===== src/rtl/mod_counter.sv =====
`timescale 1ns/1ps
// mod_counter: synchronous modulo-N up/down counter with clear, load,
// enable, direction, wrap pulse, optional one-shot stop and cascade tc.
//
// Ports:
//   clk      - clock, all state updates on the rising edge
//   rst      - asynchronous active-high reset
//   clear    - synchronous clear to 0 (also clears done)
//   load     - synchronous load of load_val, clamped to MODULUS-1
//   load_val - value to load
//   en       - count enable
//   up_dn    - 1 = count up, 0 = count down
//   count    - registered count
//   tc       - combinational terminal count for cascading
//   wrap     - registered one-cycle pulse after a wrap
//   done     - registered one-shot completion flag
module mod_counter #(
    parameter int WIDTH    = 4,
    parameter int MODULUS  = 16,
    parameter int ONE_SHOT = 0
) (
    input  logic             clk,
    input  logic             rst,
    input  logic             clear,
    input  logic             load,
    input  logic [WIDTH-1:0] load_val,
    input  logic             en,
    input  logic             up_dn,
    output logic [WIDTH-1:0] count,
    output logic             tc,
    output logic             wrap,
    output logic             done
);

    generate
        if (WIDTH < 1 || MODULUS < 2 ||
            longint'(MODULUS) > (longint'(1) << WIDTH)) begin : g_param_check
            $error("mod_counter: need WIDTH>=1 and 2<=MODULUS<=2**WIDTH");
        end
    endgenerate

    localparam logic [WIDTH-1:0] MAXV = WIDTH'(MODULUS - 1);

    logic [WIDTH-1:0] term;
    logic             at_term;
    logic [WIDTH-1:0] stepped;
    logic [WIDTH-1:0] count_nxt;
    logic             wrap_nxt;
    logic             done_nxt;

    assign term    = up_dn ? MAXV : '0;
    assign at_term = (count == term);
    assign tc      = en & at_term & ~done;

    // Explicit compare keeps the wrap correct for any MODULUS, including
    // the power-of-two case where natural overflow would also work.
    always_comb begin
        stepped = count;
        if (up_dn) begin
            stepped = at_term ? '0 : count + 1'b1;
        end else begin
            stepped = at_term ? MAXV : count - 1'b1;
        end
    end

    always_comb begin
        count_nxt = count;
        wrap_nxt  = 1'b0;
        done_nxt  = done;
        if (clear) begin
            count_nxt = '0;
            done_nxt  = 1'b0;
        end else if (load) begin
            count_nxt = (load_val > MAXV) ? MAXV : load_val;
            done_nxt  = 1'b0;
        end else if (en) begin
            if (ONE_SHOT != 0) begin
                // Stop at the terminal value; only clear/load restart.
                if (!done) begin
                    if (at_term) begin
                        done_nxt = 1'b1;
                    end else begin
                        count_nxt = stepped;
                    end
                end
            end else begin
                count_nxt = stepped;
                wrap_nxt  = at_term;
            end
        end
    end

    always_ff @(posedge clk or posedge rst) begin
        if (rst) begin
            count <= '0;
            wrap  <= 1'b0;
            done  <= 1'b0;
        end else begin
            count <= count_nxt;
            wrap  <= wrap_nxt;
            done  <= done_nxt;
        end
    end

endmodule


===== config.mk =====
export PLATFORM = sky130hd
export DESIGN_NAME = mod_counter
export DESIGN_NICKNAME = d
export VERILOG_FILES = /design/src/rtl/mod_counter.sv
export SDC_FILE = /design/constraint.sdc
export NUM_CORES = 1
export LEC_CHECK = 0
export BUFFER_PORTS_ARGS = -buffer_cell sky130_fd_sc_hd__buf_2
export CAP_MARGIN = 20
export CORE_MARGIN = 5
export CORE_UTILIZATION = 25
export DETAILED_ROUTE_END_ITERATION = 10
export GPL_TIMING_DRIVEN = 0
export PLACE_DENSITY = 0.49
export RECOVER_POWER = 25
export SLEW_MARGIN = 40
export SYNTH_ARGS = -nofsm -noshare
export SYNTH_HDL_FRONTEND = slang
export SYNTH_SLANG_ARGS = --single-unit

===== constraint.sdc =====
create_clock -name clk -period 3.7 [get_ports clk]
set_clock_uncertainty 0.2 [all_clocks]
set_input_delay 0.74 -clock clk [delete_from_list [all_inputs] [get_ports clk]]
set_output_delay 0.74 -clock clk [all_outputs]
set_load 0.03 [all_outputs]

== Word-level counts from Yosys, hierarchy flattened ==
Cells that the tools add are included.
Storage, ports and cells
  flip-flop bits (word level): 6
  bits of input ports: 10
  output and inout bits: 7
  logic and storage cells: 25
Operators by class
  add/sub/neg operators: 2
  magnitude comparators: 1
  eq/ne operators: 1
  multiplexer cells: 13
  bitwise logic cells: 3
  reduce and logical (&&, ||, !) cells: 2
Operators with widths (number)
  two-way mux 4 bit: 8
  two-way mux 1 bit: 5
  adder 4 x 1 -> 4 bit (second input constant): 1
  == test 4 bit: 1
  > comparator 4 bit (second input constant): 1
  subtractor 4 x 1 -> 4 bit (second input constant): 1
  nonzero test 3 bit: 1
  bitwise AND 1 bit: 2
  nonzero test 2 bit: 1
  inverter 1 bit: 1

== Longest topological paths before layout ==
Gate-level depths: netlist (run 1).
  word-level depth: 7
  gate-level depth with buffers: 7

== Worst setup path after synthesis (run 1) ==
No wires, ideal clock.
  kind: input -> output
  start: in up_dn
  end: out tc
  arrival: 1.415 ns
  path slack: 1.345 ns
  stages on the path: 3
  path through: and4_1 -> a22oi_1 -> nor2_1
Between the ends
  cells in the longest elaborated chain, start to end: 4
Ends and longest elaborated chain
  start, declared: line 28  | input logic up_dn,
  two-way mux 4 bit: line 51  | assign term = up_dn ? MAXV : '0;
  == test 4 bit: line 52  | assign at_term = (count == term);
  bitwise AND 1 bit (2 in a row): line 53  | assign tc = en & at_term & ~done;
  end, declared: line 30  | output logic tc,
No other way between the ends.

== Final worst setup path (run 1) ==
Ends and elaborated chain as after synthesis.

==> results.cfg, run 1 <==
[routing]
viasPerCell = 4.897
ant_nets = 0
drt-initial-drc-count = 9
dr_total_vias = 426
drcViolationCount = 0
dr.pass1.iters = 4
drt_wl_total_um = 996
routedWlPerCell_um = 11.45

[layout]
syn_to_final_growth_pct = 27.17
multiInputGateArea_um2 = 244.0
seqCellArea_um2 = 125.1
fill_cells = 190
drive_gt1_share_pct = 32.86
finalNetCount = 83
antenna_cells = 0

[critical_path]
startpoint_type = input pin
required_ns = 2.76
critPathKind = input pin to output pin
cp-end-kind = output pin
reg2reg_depth = 6
worst-endpoint-arrival_ns = 1.55
path_max_fanout = 8

[global_route]
grt_max_degree = 11
overflow = 0
grt_pass1_wl_um = 1669
antenna_found_initial = 0
grt_usage_pct = 8.594
grt_pass1_vias = 398

[sta]
rsz0062_at_grt = no
finalHoldViolations = 0
hold_ws_ns = 0.1780
drv_slew = 0
period_minus_slack_ns = 2.487
fmax_ghz = 0.4020
min_period_over_period_pct = 67.22
tns_ns = 0
setup_violations = 0

[logic_synthesis]
netlist_top_cells_area = dfrtp_1 29%, inv_1 6.1%, ha_1 5.8%
yosysUniqueCellTypes = 30
synth_top_area_cell = dfrtp_1
yosys_most_used_dff = dfrtp_1
async_reset_ff_share_pct = 100.0
synth-seq-cells = 5
synth_edf_count = 0
synthTopCellsByCount = 7 x inv_1, 5 x dfrtp_1, 5 x nor2_1, 4 x a21oi_1
synth_top_area_share_pct = 28.90
synth_seq_area_share_pct = 28.90
synth_cells = 52
synth_fp_nets = 64
synth.cell_area_um2 = 432.9
synth_warnings = 0
synth.most_common_cell = inv_1
syn_area_per_cell_um2 = 8.325

[die]
start_util_pct = 25.63
fp-row-count = 15
die_area_um2 = 2664
ios = 17
die_w_um = 51.62
fp.dieH_um = 51.62
core_area_um2 = 1689

[cts]
clk_pin_slew_ns = 0.05
cts_resized = 0
numCtsBuffers = 3
cts_buffer_depth = 2
cts_sinks = 5
htree_levels = 1
cts-root-buf = clkbuf_4
cts_tree = yes
clkLatencyLatePin_ns = 0.24
ctsHoldBuffers = 0
post_cts_buffers = 0

[power]
p_leak_nw = 0.2801
ir_drop_v = 0.0002874
power_density_nw_per_um2 = 336.0

[placed_design]
port_buffers = 14
dp_hpwl_um = 769
globalplace.congestion = 0.6887

[flow_run]
drv_cap = 0

[outcome]
status = finished clean

[worst_hold_path]
worstHoldPathType = input pin to asynchronous set/reset pin
critical path, stage by stage:
cell and delay (ns):
buf_2 0.14, and4_1 0.21, a22oi_1 0.22, nor2_1 0.06, buf_2 0.18
state kept, by name, indices dropped and copies added, names as in the netlist:
| register | cells |
|---|---|
| count | 4 |
| wrap | 1 |
cells by family (layout without fill, tap and decap cells):
kind of cell | count (synthesis) | in the layout | share of synthesized area (%)
other cells | 1 | 1 | 0.8662
simple gates | 17 | 17 | 22.26
flops | 5 | 5 | 28.90
buf+inv | 11 | 29 | 14.74
xor+xnor | 2 | 2 | 4.047
fa+ha+maj | 2 | 2 | 5.779
mux | 1 | 1 | 2.312
compound gates | 13 | 13 | 21.10
worst paths after layout:
kind                                            from                   end  slack (ns)
worst max-delay path                           up_dn                    tc        1.21
worst min-delay path                             rst  count[2]$_DFFE_PP0P_        0.18
worst max register to register  count[1]$_DFFE_PP0P_  count[1]$_DFFE_PP0P_        1.79
worst min register to register  count[2]$_DFFE_PP0P_  count[2]$_DFFE_PP0P_        0.47
max in group asynchronous                        rst  count[3]$_DFFE_PP0P_        2.95
min in group clk                count[2]$_DFFE_PP0P_  count[2]$_DFFE_PP0P_        0.47
layout make-up:
type,instances,share of cell area (%)
buffer,4,6.818
clock buffer,4,4.773
inverter,7,4.773
multi-input combinational,36,44.32
sequential,5,22.73
tap,17,3.864
timing repair buffer,14,12.73
stage by stage:
| step | utilization, % | cell area, µm² | power (mW) | setup slack [ns] | std cells |
|---|---|---|---|---|---|
| after global routing | 32.59 | 550.5 | 0.2020 | 1.113 | 87 |
| final | 32.59 | 550.5 | 0.1850 | 1.213 | 87 |
| after detailed placement | 31.04 | 524.3 | 0.1237 | 1.229 | 83 |
| after global placement | 31.04 | 524.3 | 0.1238 | 1.213 | 83 |
| after CTS | 32.59 | 550.5 | 0.1893 | 1.230 | 87 |
| after floorplan | - | 432.9 | 0.1063 | 1.345 | 52 |
cell usage in the layout, fill, tap and decap left out, drive strengths merged:
| master | count |
|---|---|
| a21oi | 5 |
| a221oi | 1 |
| a22oi | 1 |
| a311oi | 1 |
| and4 | 1 |
| buf | 18 |
| clkbuf | 4 |
| conb | 1 |
| dfrtp | 5 |
| ha | 2 |
| inv | 7 |
| mux2i | 1 |
| nand2 | 1 |
| nand2b | 1 |
| nand3 | 1 |
| nand4 | 1 |
| nor2 | 5 |
| nor2b | 1 |
| nor3 | 2 |
| nor3b | 1 |
| nor4 | 2 |
| o2111ai | 1 |
| o21a | 1 |
| o21ai | 1 |
| o31a | 1 |
| o31ai | 1 |
| or4 | 1 |
| xnor2 | 1 |
| xor2 | 1 |
power by group:
part	internal (mW)	switching [mW]
clock network	0.0407	0.0216
registers	0.0586	0.00499
logic	0.0246	0.0344
layer usage:
layer	vias to the layer above	share of wire (%)	global-route usage, %
li1	218	-	-
met1	193	45	11.54
met2	15	46	11.65
met3	0	8.6	4.585
met4	0	0	2.620
met5	-	0	0
(Power assumes the default switching activity.)
==> inputs of run 2 (changes only) <==
--- a/config.mk
+++ b/config.mk
@@ -11,7 +11,7 @@
 export CORE_UTILIZATION = 25
 export DETAILED_ROUTE_END_ITERATION = 10
 export GPL_TIMING_DRIVEN = 0
-export PLACE_DENSITY = 0.49
+export PLACE_DENSITY = 0.5
 export RECOVER_POWER = 25
 export SLEW_MARGIN = 40
 export SYNTH_ARGS = -nofsm -noshare
==> constraint.sdc (replaced) <==
create_clock -name clk -period 2.1 [get_ports clk]
set_clock_uncertainty 0.2 [all_clocks]
set_input_delay 0.42 -clock clk [delete_from_list [all_inputs] [get_ports clk]]
set_output_delay 0.42 -clock clk [all_outputs]
set_load 0.03 [all_outputs]
==> run 2 against run 1 <==
Via count fell by 0.94%. Non-clock buffer count grew 1. Worst setup slack worse by 1.1 ns. Cell area increased by 3.9%.
==> results.cfg, run 2 (synthesized netlist as in run 1, its figures left out) <==
[outcome]
status = finished clean

[routing]
dr.pass1.iters = 3
viasPerCell = 4.795
drt-initial-drc-count = 5
drcViolationCount = 0
routedWlPerCell_um = 11.99
drt_wl_total_um = 1055
dr_total_vias = 422
ant_nets = 0

[sta]
drv_slew = 0
setup_ws_ns = 0.1027
finalHoldViolations = 0
tns_ns = 0
hold_ws_ns = 0.1995
rsz0062_at_grt = no
period_minus_slack_ns = 1.997
setup_violations = 0
min_period_over_period_pct = 95.11
fmax_ghz = 0.5007

[critical_path]
worst-endpoint-arrival_ns = 1.38
startpoint_type = register
cp-end-kind = output pin
path_max_fanout = 9
critPathKind = register to output pin
required_ns = 1.48

[placed_design]
dpl-instance-area_um2 = 524.3
place_ws_ns = 0.2271
placed_cells = 83
globalplace.congestion = 0.7360
dp_hpwl_um = 807.8
port_buffers = 14

[global_route]
grt_pass1_wl_um = 1621
antenna_found_initial = 0
overflow = 0
grt_max_degree = 11
grt_pass1_vias = 397
grt_usage_pct = 8.348

[die]
die_area_um2 = 2664
ios = 17
fp.dieH_um = 51.62
die_w_um = 51.62
core_area_um2 = 1689
start_util_pct = 25.63
fp-row-count = 15

[cts]
numCtsBuffers = 3
clk_pin_slew_ns = 0.04
cts-root-buf = clkbuf_4
htree_levels = 1
cts_tree = yes
clkLatencyLatePin_ns = 0.24
cts_buffer_depth = 2
cts_sinks = 5

[layout]
finalNetCount = 84
final_area_um2 = 571.8
post-route-util_pct = 33.85
drive_gt1_share_pct = 36.62
fill_cells = 178
reg.largest.list = count x4, wrap x1
final_cell_mix = 14 x buf_2, 7 x inv_1, 5 x nor2_1
syn_to_final_growth_pct = 32.08
antenna_cells = 0
multiInputGateArea_um2 = 254.0
largest-register = count
seqCellArea_um2 = 126.4
largest_register_ffs = 4
final_cells = 88
final_common_cell = buf_2

[power]
power_density_nw_per_um2 = 578.9
p_leak_nw = 0.2847
ir_drop_v = 0.0002669
internal-power_mw = 0.2215
swShare_pct = 33.08
pwr-share-seq_pct = 34.5
p_sw_mw = 0.1095
clkPwrFrac_pct = 32.9
finalPower_mw = 0.3310
comb_power_share_pct = 32.6

[worst_hold_path]
worstHoldPathType = input pin to register

[flow_run]
drv_cap = 0
## run 2: power groups by stage
stage | sequential [mW] | combinational, mW | clock, mW
global route | 0.116 | 0.117 | 0.120
floorplan | 0.125 | 0.0619 | 0
finish | 0.114 | 0.108 | 0.109
detailed placement | 0.115 | 0.104 | 0
CTS | 0.114 | 0.106 | 0.115
global placement | 0.115 | 0.104 | 0
## run 2: critical path, stage by stage, from the launching register on
cell	delay (ns)
dfrtp_1	0.37
buf_4	0.17
and4_1	0.22
a22oi_2	0.15
nor2_1	0.06
buf_2	0.17
## run 2: area by class of cell
cell class                 instances  area share [%]
buffer                             4           6.565
multi-input combinational         36           44.42
timing repair buffer              15           14.00
sequential                         5           22.10
clock buffer                       4           4.595
tap                               17           3.720
inverter                           7           4.595
## run 2: worst paths after layout
kind,start,endpoint,slack (ns),cells after the start
worst max-delay path,count[2]$_DFFE_PP0P_,tc,0.10,5
worst min-delay path,load,wrap$_DFF_PP0_,0.20,2
worst max register to register,count[0]$_DFFE_PP0P_,count[1]$_DFFE_PP0P_,0.22,7
worst min register to register,count[2]$_DFFE_PP0P_,count[2]$_DFFE_PP0P_,0.50,3
max in group asynchronous,rst,count[1]$_DFFE_PP0P_,1.10,3
min in group asynchronous,rst,count[2]$_DFFE_PP0P_,0.41,3
## run 2: routing by layer
layer	wire length, µm	up-vias	GRT usage (%)
met3	52	0	2.865
met1	491	193	9.250
met2	511	10	13.56
met4	0	0	5.240
met5	0	-	0
li1	-	219	-
## run 2: what timing repair did
action,4_1_cts,5_1_grt
buffers inserted,0,0
hold buffers,1,0
hold endpoints to repair,5,0
setup endpoints to repair,0,1
gates resized for setup,0,3
